### src/rtl/serial_adder_if.sv
// serial_adder_if: start/busy/done handshake, operands and result flags of the bit-serial adder.
// master drives the request side; slave (the adder) drives the result side.
interface serial_adder_if #(
   parameter int unsigned WIDTH = 8
);
   logic             start;
   logic             sub;
   logic [WIDTH-1:0] a;
   logic [WIDTH-1:0] b;
   logic             c_in;
   logic             busy;
   logic             done;
   logic [WIDTH-1:0] sum;
   logic             c_out;
   logic             ovf;

   modport master (
      output start, sub, a, b, c_in,
      input  busy, done, sum, c_out, ovf
   );

   modport slave (
      input  start, sub, a, b, c_in,
      output busy, done, sum, c_out, ovf
   );
endinterface

### src/rtl/serial_adder.sv
// serial_adder: bit-serial WIDTH-bit add/subtract, one full-adder slice and a carry flop, LSB first.
// Define SERIAL_ADDER_SUB_EN to honour bus.sub; otherwise sub is ignored and only add is built.
module serial_adder #(
   parameter int unsigned WIDTH = 8
) (
   input logic           clk,
   input logic           rst,
   serial_adder_if.slave bus
);

   localparam int unsigned CNT_W = (WIDTH > 1) ? $clog2(WIDTH) : 1;
   localparam logic [CNT_W-1:0] LAST_BIT = CNT_W'(WIDTH - 1);

   typedef enum logic [1:0] {
      IDLE = 2'd0,
      RUN  = 2'd1,
      DONE = 2'd2
   } state_t;

   state_t           state, state_next;
   logic [WIDTH-1:0] sr_a, sr_a_next;
   logic [WIDTH-1:0] sr_b, sr_b_next;
   logic [WIDTH-1:0] res, res_next;
   logic [CNT_W-1:0] cnt, cnt_next;
   logic             carry, carry_next;
   logic             sub_q, sub_next;
   logic [WIDTH-1:0] sum_q, sum_next;
   logic             c_out_q, c_out_next;
   logic             ovf_q, ovf_next;
   logic             busy_q, busy_next;
   logic             done_q, done_next;

   // Operand conditioning at accept time: subtract is a + ~b + 1 with borrow-in folded into carry.
   logic             op_sub;
   logic [WIDTH-1:0] b_load;
   logic             carry_load;

`ifdef SERIAL_ADDER_SUB_EN
   assign op_sub     = bus.sub;
   assign b_load     = bus.b ^ {WIDTH{bus.sub}};
   assign carry_load = bus.c_in ^ bus.sub;
`else
   logic unused_sub;
   assign unused_sub = bus.sub;
   assign op_sub     = 1'b0;
   assign b_load     = bus.b;
   assign carry_load = bus.c_in;
`endif

   // Single full-adder slice on the current LSBs.
   logic             bit_sum;
   logic             bit_carry;
   logic [WIDTH-1:0] res_shift;

   assign bit_sum   = sr_a[0] ^ sr_b[0] ^ carry;
   assign bit_carry = (sr_a[0] & sr_b[0]) | (sr_a[0] & carry) | (sr_b[0] & carry);
   assign res_shift = (res >> 1) | (WIDTH'(bit_sum) << (WIDTH - 1));

   always_ff @(posedge clk) begin
      if (rst) begin
         state   <= IDLE;
         sr_a    <= '0;
         sr_b    <= '0;
         res     <= '0;
         cnt     <= '0;
         carry   <= 1'b0;
         sub_q   <= 1'b0;
         sum_q   <= '0;
         c_out_q <= 1'b0;
         ovf_q   <= 1'b0;
         busy_q  <= 1'b0;
         done_q  <= 1'b0;
      end else begin
         state   <= state_next;
         sr_a    <= sr_a_next;
         sr_b    <= sr_b_next;
         res     <= res_next;
         cnt     <= cnt_next;
         carry   <= carry_next;
         sub_q   <= sub_next;
         sum_q   <= sum_next;
         c_out_q <= c_out_next;
         ovf_q   <= ovf_next;
         busy_q  <= busy_next;
         done_q  <= done_next;
      end
   end

   always_comb begin
      state_next = state;
      sr_a_next  = sr_a;
      sr_b_next  = sr_b;
      res_next   = res;
      cnt_next   = cnt;
      carry_next = carry;
      sub_next   = sub_q;
      sum_next   = sum_q;
      c_out_next = c_out_q;
      ovf_next   = ovf_q;
      busy_next  = 1'b0;
      done_next  = 1'b0;

      case (state)
         IDLE, DONE: begin
            if (bus.start) begin
               sr_a_next  = bus.a;
               sr_b_next  = b_load;
               carry_next = carry_load;
               sub_next   = op_sub;
               cnt_next   = '0;
               state_next = RUN;
               busy_next  = 1'b1;
            end else begin
               state_next = IDLE;
            end
         end
         RUN: begin
            sr_a_next  = sr_a >> 1;
            sr_b_next  = sr_b >> 1;
            carry_next = bit_carry;
            res_next   = res_shift;
            cnt_next   = cnt + CNT_W'(1);
            if (cnt == LAST_BIT) begin
               // carry is the carry into the MSB, bit_carry the carry out of it
               sum_next   = res_shift;
               c_out_next = bit_carry ^ sub_q;
               ovf_next   = carry ^ bit_carry;
               done_next  = 1'b1;
               state_next = DONE;
            end else begin
               busy_next  = 1'b1;
            end
         end
         default: state_next = IDLE;
      endcase
   end

   assign bus.busy  = busy_q;
   assign bus.done  = done_q;
   assign bus.sum   = sum_q;
   assign bus.c_out = c_out_q;
   assign bus.ovf   = ovf_q;

endmodule

### src/flat_wrapper.sv
// flat-port wrapper written by rule: the top's interface ports become plain ports
module serial_adder_flat 
#(
   parameter int unsigned WIDTH = 8
)
  (clk, rst, bus_start, bus_sub, bus_a, bus_b, bus_c_in, bus_busy, bus_done, bus_sum, bus_c_out, bus_ovf);
  serial_adder_if #(.WIDTH(WIDTH)) bus_i ();
  input logic clk;
  input logic rst;
  input wire logic [$bits(bus_i.start)-1:0] bus_start;
  input wire logic [$bits(bus_i.sub)-1:0] bus_sub;
  input wire logic [$bits(bus_i.a)-1:0] bus_a;
  input wire logic [$bits(bus_i.b)-1:0] bus_b;
  input wire logic [$bits(bus_i.c_in)-1:0] bus_c_in;
  output wire logic [$bits(bus_i.busy)-1:0] bus_busy;
  output wire logic [$bits(bus_i.done)-1:0] bus_done;
  output wire logic [$bits(bus_i.sum)-1:0] bus_sum;
  output wire logic [$bits(bus_i.c_out)-1:0] bus_c_out;
  output wire logic [$bits(bus_i.ovf)-1:0] bus_ovf;
  assign bus_i.start = bus_start;
  assign bus_i.sub = bus_sub;
  assign bus_i.a = bus_a;
  assign bus_i.b = bus_b;
  assign bus_i.c_in = bus_c_in;
  assign bus_busy = bus_i.busy;
  assign bus_done = bus_i.done;
  assign bus_sum = bus_i.sum;
  assign bus_c_out = bus_i.c_out;
  assign bus_ovf = bus_i.ovf;
  serial_adder #(.WIDTH(WIDTH)) u_core (.clk(clk), .rst(rst), .bus(bus_i));
endmodule
### config.mk
export PLATFORM = sky130hd
export DESIGN_NAME = serial_adder_flat
export DESIGN_NICKNAME = d
export VERILOG_FILES = /design/src/rtl/serial_adder_if.sv /design/src/rtl/serial_adder.sv /design/src/flat_wrapper.sv
export SDC_FILE = /design/constraint.sdc
export NUM_CORES = 1
export LEC_CHECK = 0
export BUFFER_PORTS_ARGS = -buffer_cell sky130_fd_sc_hd__clkbuf_2
export CAP_MARGIN = 20
export CELL_PAD_IN_SITES_DETAIL_PLACEMENT = 2
export CELL_PAD_IN_SITES_GLOBAL_PLACEMENT = 2
export CORE_MARGIN = 1
export CORE_UTILIZATION = 31
export DETAILED_ROUTE_END_ITERATION = 8
export PLACE_DENSITY_LB_ADDON = 0.1
export SLEW_MARGIN = 10
export SYNTH_ARGS = -nofsm -noshare
export SYNTH_HDL_FRONTEND = slang
export SYNTH_SLANG_ARGS = --single-unit
### constraint.sdc
create_clock -name clk -period 1.7 [get_ports clk]
set_clock_uncertainty 0.05 [all_clocks]
set_input_delay 0.34 -clock clk [delete_from_list [all_inputs] [get_ports clk]]
set_output_delay 0.34 -clock clk [all_outputs]
set_load 0.1 [all_outputs]
==> impl_metrics.ini <==
[detailed_routing]
viasPerCell = 4.881
drt-wirelength-per-cell_um = 13.50
vias = 1435
routed_wl_mm = 3.970
drcViolationCount = 0
drt_iter0_markers = 40
detail-route-antenna-nets = 0
first_pass_iters = 4

[placed_design]
gp_congestion = 0.6760
dp_hpwl_mm = 2.801
portBuffers = 31
pre_cts_ws_ns = 0.1106

[layout]
nets = 248
drive_gt1_share_pct = 20.09
diodes = 0
utilization_pct = 37.57
fill_cells = 619
seq_area_sq_um = 820.8
area_delta_synth_final_pct = 16.78
multi_input_area_sq_um = 706.9

[grt]
grt_pass1_wl_mm = 6.610
antenna_found_initial = 0
grt_pass1_vias = 1496
grt_overflow = 0
grt_start_max_net_pins = 42
grt_usage_pct = 15.84

[synthesis]
async_flop_share_pct = 0
ys_ff_latch = 41
synthCells = 198
synth_fa_ha_area_share_pct = 2.759
syn_area_sq_um = 1633
synth_xor_area_share_pct = 0.5364
ys.flop_type = dfxtp_1
ys_types = 21
synthSimpleGateAreaFrac_pct = 24.52
synth_compound_area_share_pct = 15.40
ys_warn_count = 0
synth_edf_count = 0
synth_top_family_by_area = simple AND/OR/NAND/NOR gates
synth_mux_area_share_pct = 0
synth_nets = 222
postSynthAreaPerCell_sq_um = 8.247
yosysSeqAreaShare_pct = 50.27

[setup_path]
crit_buf_inv = 1
cp-start-kind = register
worstPathRequired_ns = 1.31
critPathSlowestCell = clkbuf_2
cp_cell_sequence = clkbuf_2
crit_path_max_incr_delay_ns = 0.46
critPathCaptureType = primary output
cp_max_fo = 2
critical_path.top_delay_family = buffers and inverters
critical_path_class = register to primary output
arrival_ns = 1.09

[outcome]
status = finished, final reports clean

[cts]
root_buffer = clkbuf_8
clockBufferDepth = 2
clk_pin_slew_ns = 0.07
htree_levels = 2
clock-sinks = 41
cts_tree = built
clk_latency_ns = 0.29
postCtsSetupBuffers = 0
cts_buffers = 5

[timing]
fin_crit_sh_pct = 87.09
slew_headroom_pct = 64.02
setup_violations = 0
period_needed_ns = 1.481
tns_ns = 0
finalHoldViolCount = 0
max_freq_mhz = 675.4
rsz0062_at_grt = false
setup_ws_ns = 0.2195
drv_slew = 0
tightest_slew_ns = 0.5421

[floorplanning]
coreArea_sq_um = 5075
die_width_um = 74.58
die-area_sq_um = 5561
die_y_um = 74.58
rows = 26
start_util_pct = 32.17
io_pins = 33

[pwr]
p_leak_nw = 0.7554
max-vdd-ir-drop_mv = 0.2687
power.density_nw_per_um2 = 998.0
p_total_mw = 1.903

[run]
cap_violations = 0

[worst_hold_path]
min-delay-path-class = primary input to register
-- per-layer routing --
layer  routed length (um)  track usage [%]  part of all wire [%]
met5                    0                0                     0
met4                   51            5.660                   1.3
met3                  112            4.201                   2.8
met2                 2140            29.03                    54
met1                 1665            17.47                    42
-- worst register-to-register path: stages, from the launching register on --
cell      delay [ns]
dfxtp_1         0.33
ha_1            0.20
ha_1            0.21
nand3b_1        0.34
nand2_1         0.10
a21oi_1         0.17
-- registers in the layout, summed over array words and instances, names as in the netlist --
register	cells
u_core.sr_b	8
u_core.cnt	3
u_core.bus.busy	1
u_core.bus.sum	8
u_core.carry	1
u_core.res	7
u_core.sr_a	8
u_core.bus.c_out	1
u_core.bus.done	1
u_core.bus.ovf	1
u_core.state	2
-- where the power goes --
part	total (mW)	internal [mW]	leakage [nW]	switching (mW)
logic	0.220	0.0849	0.376	0.135
registers	1.04	1.01	0.335	0.0304
clock network	0.645	0.322	0.0443	0.323
total	1.90	1.42	0.755	0.488
-- metrics by stage --
stage	cell area, sq um	cells	hold slack (ns)
floorplan	1633	198	0.3821
CTS	1906	294	0.2163
global route	1907	294	0.2166
global placement	1819	287	0.3922
detailed placement	1819	287	0.4036
finish	1907	294	0.2229
-- cells in the final DEF (no fill, tap or decap) --
cell,count
nand3b_1,1
xnor2_1,1
clkbuf_1,1
dfxtp_1,41
nand3_1,5
ha_1,2
buf_12,1
buf_4,4
o21a_1,1
a211oi_1,1
nor2b_2,1
or2b_2,1
nor2_1,20
nor2b_1,1
a21oi_1,21
nand2b_1,2
clkbuf_2,31
clkbuf_8,6
fa_1,1
a311oi_1,15
and3b_2,1
nand2_1,66
-- cells by family after synthesis --
| kind of cell | after synthesis |
|---|---|
| xor+xnor | 1 |
| buf+inv | 17 |
| fa+ha+maj | 3 |
| flops | 41 |
| compound gates | 38 |
| simple gates | 98 |
-- area by class of cell --
class	instances	area share [%]
timing repair buffer	36	10.76
tap	70	4.593
multi-input combinational	140	37.07
clock buffer	7	4.528
sequential	41	43.04
-- synth_stat cells (all sizes together) (2+ instances only) --
master | instances | share of area (%)
nand3 | 5 | 1.5
dfxtp | 41 | 50
nand2 | 66 | 15
buf | 11 | 5.1
clkbuf | 6 | 1.4
nor2b | 2 | 0.92
nand2b | 2 | 0.77
nor2 | 20 | 4.6
a311oi | 15 | 8.0
ha | 2 | 1.5
a21oi | 21 | 6.4
-- final timing paths --
path | slack [ns] | startpoint | to | cells past startpoint
worst max register to register | 0.22 | u_core.cnt[0] | u_core.bus.sum[1] | 5
worst min-delay path | 0.22 | bus_b[7] | u_core.sr_b[7] | 3
worst max-delay path | 0.22 | u_core.bus.ovf | bus_ovf | 1
worst min register to register | 0.41 | u_core.bus.sum[0] | u_core.bus.sum[0] | 2
-- repair_timing --
item / in CTS / in global routing
setup endpoints to repair: 0 / 3
hold buffers: 0 / 0
endpoints found under the hold margin: 0 / 0
gates resized for setup: 0 / 1
(Power assumes the default switching activity.)
